## src/rtl/sha256_msg_schedule_if.sv

```systemverilog
// -----------------------------------------------------------------------------
// sha256_msg_schedule_if
// Handshake bundle for the SHA-256 message-schedule stage.
//   in_valid  / in_ready  / in_word   : 32-bit message words from the padder
//   out_valid / out_ready / out_word  : expanded schedule words W[t]
//   out_index                         : t of the current out_word
//   out_last                          : marks W[ROUNDS-1]
// Modports:
//   slave  : the schedule block (consumes in_*, produces out_*)
//   master : the surrounding logic (produces in_*, consumes out_*)
// -----------------------------------------------------------------------------
interface sha256_msg_schedule_if;
   logic        in_valid;
   logic        in_ready;
   logic [31:0] in_word;
   logic        out_valid;
   logic        out_ready;
   logic [31:0] out_word;
   logic [5:0]  out_index;
   logic        out_last;

   modport slave (
      input  in_valid, in_word, out_ready,
      output in_ready, out_valid, out_word, out_index, out_last
   );

   modport master (
      output in_valid, in_word, out_ready,
      input  in_ready, out_valid, out_word, out_index, out_last
   );
endinterface

```

## src/rtl/sha256_msg_schedule.sv

```systemverilog
// -----------------------------------------------------------------------------
// sha256_msg_schedule
// SHA-256 message-schedule stage. Loads one 512-bit block as 16 serial 32-bit
// words (W[0] first), then streams W[0..ROUNDS-1], one word per handshake.
// A 16-word sliding window holds W[t..t+15]; each new word is computed on the
// fly from the window, so the full 64-word array is never stored.
//
// Ports:
//   clk    : rising-edge clock
//   rst    : synchronous, active-high reset (discards any partial block)
//   abort  : (only with SHA256_SCHED_ABORT_EN) return to LOAD on next edge
//   bus    : sha256_msg_schedule_if.slave handshake bundle
//
// Parameters:
//   ROUNDS : schedule words emitted per block, 17..64
//
// Optional feature macro: SHA256_SCHED_ABORT_EN
// -----------------------------------------------------------------------------
module sha256_msg_schedule #(
   parameter int ROUNDS = 64
) (
   input  logic clk,
   input  logic rst,
`ifdef SHA256_SCHED_ABORT_EN
   input  logic abort,
`endif
   sha256_msg_schedule_if.slave bus
);

   localparam logic [5:0] LAST_IDX = 6'(ROUNDS - 1);

   typedef enum logic {
      LOAD,
      EMIT
   } state_t;

   state_t      state_q, state_d;
   logic [5:0]  cnt_q, cnt_d;
   logic [31:0] win_q [16];
   logic [31:0] win_d [16];
   logic [31:0] next_w;

   function automatic logic [31:0] sigma0(input logic [31:0] x);
      // ROTR7 ^ ROTR18 ^ SHR3
      return {x[6:0], x[31:7]} ^ {x[17:0], x[31:18]} ^ (x >> 3);
   endfunction

   function automatic logic [31:0] sigma1(input logic [31:0] x);
      // ROTR17 ^ ROTR19 ^ SHR10
      return {x[16:0], x[31:17]} ^ {x[18:0], x[31:19]} ^ (x >> 10);
   endfunction

   // W[t+16] from W[t..t+15]; 32-bit sum drops the carries out of bit 31.
   assign next_w = sigma1(win_q[14]) + win_q[9] + sigma0(win_q[1]) + win_q[0];

   always_comb begin
      // NOTE: every output of this block gets a default before the case so no
      // path leaves a variable unassigned, which would infer a latch.
      state_d      = state_q;
      cnt_d        = cnt_q;
      win_d        = win_q;
      bus.in_ready  = 1'b0;
      bus.out_valid = 1'b0;

      unique case (state_q)
         LOAD: begin
            bus.in_ready = 1'b1;
            if (bus.in_valid) begin
               win_d[cnt_q[3:0]] = bus.in_word;
               if (cnt_q == 6'd15) begin
                  state_d = EMIT;
                  cnt_d   = '0;
               end else begin
                  cnt_d = cnt_q + 6'd1;
               end
            end
         end
         EMIT: begin
            bus.out_valid = 1'b1;
            if (bus.out_ready) begin
               for (int i = 0; i < 15; i++) begin
                  win_d[i] = win_q[i+1];
               end
               win_d[15] = next_w;
               if (cnt_q == LAST_IDX) begin
                  state_d = LOAD;
                  cnt_d   = '0;
               end else begin
                  cnt_d = cnt_q + 6'd1;
               end
            end
         end
         default: begin
            state_d = LOAD;
            cnt_d   = '0;
         end
      endcase

`ifdef SHA256_SCHED_ABORT_EN
      // Abort cancels whatever handshake fired this cycle; the window is left
      // untouched because the next block overwrites all of it anyway.
      if (abort) begin
         state_d = LOAD;
         cnt_d   = '0;
         win_d   = win_q;
      end
`endif
   end

   always_ff @(posedge clk) begin
      // NOTE: sequential state uses non-blocking assignments so every register
      // samples the pre-edge values, independent of statement order.
      if (rst) begin
         state_q <= LOAD;
         cnt_q   <= '0;
         // NOTE: the window is cleared on reset because out_word is driven
         // straight from win_q[0] and must read zero after reset.
         for (int i = 0; i < 16; i++) begin
            win_q[i] <= '0;
         end
      end else begin
         state_q <= state_d;
         cnt_q   <= cnt_d;
         win_q   <= win_d;
      end
   end

   assign bus.out_word  = win_q[0];
   assign bus.out_index = cnt_q;
   assign bus.out_last  = (state_q == EMIT) && (cnt_q == LAST_IDX);

endmodule
```

## src/flat_wrapper.sv

```systemverilog
// flat-port wrapper written by rule: the top's interface ports become plain ports
module sha256_msg_schedule_flat 
#(
   parameter int ROUNDS = 64
)
  (clk, rst, bus_in_valid, bus_in_word, bus_out_ready, bus_in_ready, bus_out_valid, bus_out_word, bus_out_index, bus_out_last);
  sha256_msg_schedule_if bus_i ();
  input  logic clk;
  input  logic rst;
  input wire logic [$bits(bus_i.in_valid)-1:0] bus_in_valid;
  input wire logic [$bits(bus_i.in_word)-1:0] bus_in_word;
  input wire logic [$bits(bus_i.out_ready)-1:0] bus_out_ready;
  output wire logic [$bits(bus_i.in_ready)-1:0] bus_in_ready;
  output wire logic [$bits(bus_i.out_valid)-1:0] bus_out_valid;
  output wire logic [$bits(bus_i.out_word)-1:0] bus_out_word;
  output wire logic [$bits(bus_i.out_index)-1:0] bus_out_index;
  output wire logic [$bits(bus_i.out_last)-1:0] bus_out_last;
  assign bus_i.in_valid = bus_in_valid;
  assign bus_i.in_word = bus_in_word;
  assign bus_i.out_ready = bus_out_ready;
  assign bus_in_ready = bus_i.in_ready;
  assign bus_out_valid = bus_i.out_valid;
  assign bus_out_word = bus_i.out_word;
  assign bus_out_index = bus_i.out_index;
  assign bus_out_last = bus_i.out_last;
  sha256_msg_schedule #(.ROUNDS(ROUNDS)) u_core (.clk(clk), .rst(rst), .bus(bus_i));
endmodule
```

## config.mk

```make
export PLATFORM = sky130hd
export DESIGN_NAME = sha256_msg_schedule_flat
export DESIGN_NICKNAME = d
export VERILOG_FILES = /design/src/rtl/sha256_msg_schedule_if.sv /design/src/rtl/sha256_msg_schedule.sv /design/src/flat_wrapper.sv
export SDC_FILE = /design/constraint.sdc
export NUM_CORES = 1
export LEC_CHECK = 0
export BUFFER_PORTS_ARGS = -buffer_cell sky130_fd_sc_hd__buf_2
export CAP_MARGIN = 25
export CORE_ASPECT_RATIO = 2
export CORE_UTILIZATION = 57
export DETAILED_ROUTE_END_ITERATION = 8
export GPL_TIMING_DRIVEN = 0
export PLACE_DENSITY = 0.77
export REMOVE_ABC_BUFFERS = 1
export SYNTH_ARGS = -nofsm -noshare
export SYNTH_HDL_FRONTEND = slang
export SYNTH_SLANG_ARGS = --single-unit
```

## constraint.sdc

```tcl
create_clock -name clk -period 4.2 [get_ports clk]
set_clock_uncertainty 0.15 [all_clocks]
set_input_delay 0.21 -clock clk [delete_from_list [all_inputs] [get_ports clk]]
set_output_delay 0.21 -clock clk [all_outputs]
set_load 0.005 [all_outputs]
```

=== Yosys cells after proc, flatten, opt, wreduce, memory -nomap -nowiden ===
Index checks and enable logic that the tools add are counted.

* Flip-flop bits (word level): 519
* Input port bits: 36
* Word-level logic and storage cells: 55

* Add/subtract/negate cells: 4
* Magnitude comparators: 2
* Equality and inequality tests: 4
* Mux-type cells: 18
* Bitwise gates (word level): 6
* Reduce and logical (&&, ||, !) cells: 3

{| class="wikitable"
|+ Operators by type and width
! kind !! count
|-
| $mux W512 || 2
|-
| $pmux W512 S2 || 1
|-
| $bwmux W512 || 1
|-
| $demux W32 S4 || 1
|-
| $add A32 B32 Y32 || 3
|-
| $xor A32 B32 Y32 || 2
|-
| $mux W32 || 1
|-
| $xor A32 B22 Y32 || 1
|-
| $xor A32 B29 Y32 || 1
|-
| $mux W6 || 4
|-
| $pmux W6 S2 || 1
|-
| $add A6 B1 Y6 const B || 1
|-
| $eq A6 B4 Y1 const B || 1
|-
| $eq A6 B6 Y1 const B || 1
|-
| $mux W1 || 6
|-
| $ge A5 B5 Y1 const B || 1
|-
| $lt A5 B1 Y1 const B || 1
|-
| $not A4 Y5 || 1
|-
| $ne A2 B2 Y1 const B || 2
|-
| $logic_and A1 B1 Y1 || 2
|-
| $pmux W1 S2 || 1
|-
| $reduce_and A2 Y1 || 1
|-
| $not A1 Y1 || 1
|}

=== Depth between registers and ports, before layout ===
* Depth in word-level cells: 8
* Gate-level depth with buffers: 16

=== Least setup slack after synthesis ===
No wires, ideal clock.

* Path type: register to register
* Start point: reg u_core.win_q[467] in the netlist's numbering
* End point: reg u_core.win_q[19] in the netlist's numbering
* Library setup time: 112 ps
* Arrival time: 3686 ps
* Required time: 3938 ps
* Setup slack: 252 ps
* Cell stages (with the launch flop): 15
* Path buffers: 1
* Cells stage by stage: dfxtp_1 > clkbuf_1 > xnor2_1 > xnor2_1 > fa_1 > fa_1 > ha_1 > fa_1 > a211oi_1 > o21a_1 > a21oi_1 > o21ai_1 > nand2_1 > xnor2_1 > a2111oi_1

* Longest elaborated chain between the ends: 6

{| class="wikitable"
|+ RTL lines
! item !! RTL line !! source
|-
| from (decl) || sha256_msg_schedule.sv:39 || <nowiki>logic [31:0] win_q [16];</nowiki>
|-
| from (signal assigned) || sha256_msg_schedule.sv:124 || <nowiki>win_q <= win_d;</nowiki>
|-
| $xor A32 B32 Y32 || sha256_msg_schedule.sv:45 || <nowiki>return {x[6:0], x[31:7]} ^ {x[17:0], x[31:18]} ^ (x >> 3);</nowiki>
|-
| $xor A32 B29 Y32 * || sha256_msg_schedule.sv:45 ||
|-
| $add A32 B32 Y32 * (2 in a row) || sha256_msg_schedule.sv:54 || <nowiki>assign next_w = sigma1(win_q[14]) + win_q[9] + sigma0(win_q[1]) + win_q[0];</nowiki>
|-
| $mux W512 * || sha256_msg_schedule.sv:80 || <nowiki>if (bus.out_ready) begin</nowiki>
|-
| $pmux W512 S2 * || sha256_msg_schedule.sv:65 || <nowiki>unique case (state_q)</nowiki>
|}

Mark *: on every way between the ends. The rest lies on a longest branch, timed or not. The select of a mux whose other input is x is not followed.
A chain may end at the register's enable or synchronous reset.

=== Worst setup path after layout ===
* Start point: reg u_core.win_q[61] in the netlist's numbering
* End point: reg u_core.win_q[19] in the netlist's numbering

* Longest elaborated chain between the ends: 7

{| class="wikitable"
|+ RTL lines
! item !! RTL line !! source
|-
| $xor A32 B32 Y32 || sha256_msg_schedule.sv:50 || <nowiki>return {x[16:0], x[31:17]} ^ {x[18:0], x[31:19]} ^ (x >> 10);</nowiki>
|-
| $xor A32 B22 Y32 * || sha256_msg_schedule.sv:50 ||
|-
| $add A32 B32 Y32 * (3 in a row) || sha256_msg_schedule.sv:54 ||
|-
| $mux W512 * || sha256_msg_schedule.sv:80 ||
|-
| $pmux W512 S2 * || sha256_msg_schedule.sv:65 ||
|}

Marked as above.

==> impl_metrics.toml <==
[clock_network]
clock_sinks = 519
tritoncts = "done"
clkLatencyLatePin_ns = 0.59
ctsHtreeMaxLevel = 2
cts_root_buffer = "clkbuf_16"
cts_buffer_depth = 3
clk_pin_slew_worst_paths_ns = 0.08
cts_made_buffers = 47

[synthesis]
synth_cell_type_count = 63
synth_edf_count = 0
avgSynthCellArea_um2 = 8.54
synth_warnings = 0
synthArstFlopShare = 0
synth-seq-cells = 519
syn-instance-count = 3185
synth-main-ff-cell = "dfxtp_1"
ys_seq_area_frac = 0.382
syn_area_um2 = 27200

[final_layout]
drive_above_1_share = 0.126
seqCellArea_um2 = 10500
final-instance-count-excl-fill = 3654
mostFrequentLayoutCell = "nor2_1"
area_delta_synth_final_pct = 10.9
fin_nets = 3122
final_cell_mix = "nor2_1, a211oi_1, a22oi_1"
nFillCells = 4023
multiInputGateArea_um2 = 14900

[critical_path]
critPathLaunchType = "register"
crit_type = "reg2reg"
required_ns = 4.53
worstPathArrival_ns = 4.51
crit_path_end_kind = "register"
cp_max_fo = 9

[pwr]
p_leak_uw = 0.00952
sw_frac_of_total = 0.273
p_per_area_nw_per_um2 = 368
p_sw_uw = 3040
internal_power_uw = 8070
power.share.clock = 0.415
peakVddDrop_v = 0.000532
seqPwrFrac = 0.459
p_comb_frac = 0.125

[detailed_routing]
num_vias = 24500
totalWireLength_mm = 92.9
wl_per_cell_um = 25.4
drtIter0Drc = 2454
firstDrtPassIters = 8
ant_nets = 0
route.detailed.drc = 0
viasPerCell = 6.70

[sta]
rsz0062_at_grt = "true"
worstMarginPinSlew_ns = 1.03
setup_viol = 0
timing.slew.headroom = 0.313
clock.fmax_mhz = 239
drv_slew = 0
fin_setup_tns_ns = 0
timing.final.ws_setup_ns = 0.0244
min_period_ns = 4.18
final_hold_viol_count = 0
final.period_utilization = 0.994

[floorplanning]
dieHeight_um = 311
io_pins = 77
core-area_um2 = 46800
die_x_um = 156
dieArea_um2 = 48600
placementRows = 112
initial_core_util = 0.581

[placement]
gp_congestion = 1.02
numPortBuffers = 76
place_hpwl_mm = 63.6
dp_cells = 3524
dp_slack_ns = -0.642

[global_route]
antenna_found_initial = 1
grt-ovfl-total = 0
grt_pass1_vias = 23500
track_usage = 0.382
grt_max_degree = 166
grt_pass1_wl_mm = 141

[status]
status = "finished clean"

[run]
cap_violations = 0

[worst_hold_path]
holdCritPathClass = "in2reg"
==> stage by stage <==
step	utilization	instance area, µm²	hold WS, ns	power [µW]
finish	0.644	30200	0.0501	11100
CTS	0.635	29700	0.0333	11000
global route	0.644	30200	0.0623	11400
floorplan	-	25300	0.129	5920
detailed placement	0.591	27600	0.326	6480
global placement	0.566	26500	0.305	6430
==> synthesized netlist by cell type, drive strengths merged, types with 10 or more instances <==
cell type / count / area share
ha: 35 / 0.016
inv: 135 / 0.019
a22oi: 480 / 0.13
a21o: 10 / 0.0028
and2: 14 / 0.0032
xor2: 18 / 0.0058
o21ai: 51 / 0.011
a221oi: 14 / 0.0045
nor2b: 35 / 0.0081
fa: 62 / 0.046
nor3: 16 / 0.0029
buf: 149 / 0.031
clkbuf: 276 / 0.038
nand3: 21 / 0.0039
or3: 11 / 0.0025
a21oi: 55 / 0.010
nor2: 521 / 0.072
nand2: 59 / 0.0082
a211oi: 486 / 0.13
dfxtp: 519 / 0.38
o21a: 14 / 0.0039
xnor2: 118 / 0.038
==> repair_timing <==
| action | 4_1_cts | 5_1_grt |
|---|---|---|
| gates resized for setup | 71 | 64 |
| buffers inserted | 5 | 13 |
| hold buffers | 21 | 0 |
| pin swaps | 4 | 10 |
| endpoints found under the setup margin | 19 | 21 |
| hold endpoints to repair | 21 | 0 |
==> cells by family (layout without fill, tap and decap cells) <==
kind of cell | after synthesis | in the layout | share of synthesized area
other | 0 | 2 | 0
multiplexers | 3 | 3 | 0.00110
flip-flops | 519 | 519 | 0.382
adder cells (fa/ha/maj) | 97 | 97 | 0.0618
AND/OR/NAND/NOR | 710 | 710 | 0.109
AO/OA/AOI/OAI | 1160 | 1160 | 0.314
buffers and inverters | 560 | 400 | 0.0879
XOR/XNOR | 136 | 136 | 0.0438
==> flip-flops by register name, summed over array words and instances, names as in the netlist <==
register,cells
u_core.bus.out_index,6
u_core.state_q,1
u_core.bus.out_word,32
u_core.win_q,480
==> cell type report <==
| class | count | share of cell area |
|---|---|---|
| inverters | 135 | 0.0168 |
| multi-input cells | 2106 | 0.495 |
| diodes | 2 | 0.000166 |
| flip-flops and latches | 519 | 0.348 |
| well taps | 627 | 0.0260 |
| clock buffers | 66 | 0.0468 |
| clock inverters | 19 | 0.00726 |
| repair buffers | 180 | 0.0600 |
==> power groups by stage <==
stage | logic, µW | clock network, µW | registers (µW)
2_1_floorplan | 758 | 0 | 5160
6_report | 1390 | 4610 | 5110
3_5_place_dp | 1270 | 0 | 5210
3_3_place_gp | 1220 | 0 | 5210
4_1_cts | 1300 | 4650 | 5100
5_1_grt | 1500 | 4840 | 5100
==> path summary, 6_finish.rpt <==
kind                                     to  slack [ns]                          start  depth (start not counted)
min reg2reg   u_core.win_q[16]$_SDFFE_PP0P_        0.33  u_core.win_q[16]$_SDFFE_PP0P_                          2
max reg2reg   u_core.win_q[19]$_SDFFE_PP0P_        0.02  u_core.win_q[61]$_SDFFE_PP0P_                         14
max           u_core.win_q[19]$_SDFFE_PP0P_        0.02  u_core.win_q[61]$_SDFFE_PP0P_                         14
min          u_core.win_q[326]$_SDFFE_PP0P_        0.05                 bus_in_word[6]                          4
==> layer usage <==
metal  wire (µm)  GRT usage  vias up
met5           0          0        -
met4        8510      0.318        0
met3        6870     0.0766      374
met2       44000      0.610     1195
met1       33500      0.437    11800
li1            -          -    11100
==> critical path: stages, from the launching register on <==
cell and delay, ns:
dfxtp_2 0.60, xnor2_1 0.19, xnor2_1 0.17, fa_1 0.49, inv_1 0.05, fa_1 0.47, inv_1 0.04, ha_1 0.38
a21oi_1 0.25, o21a_1 0.21, nand2_1 0.12, o21ai_2 0.25, nand2_2 0.13, xnor2_1 0.15, a2111oi_1 0.39
No activity file was read; power rests on OpenSTA's default activity.
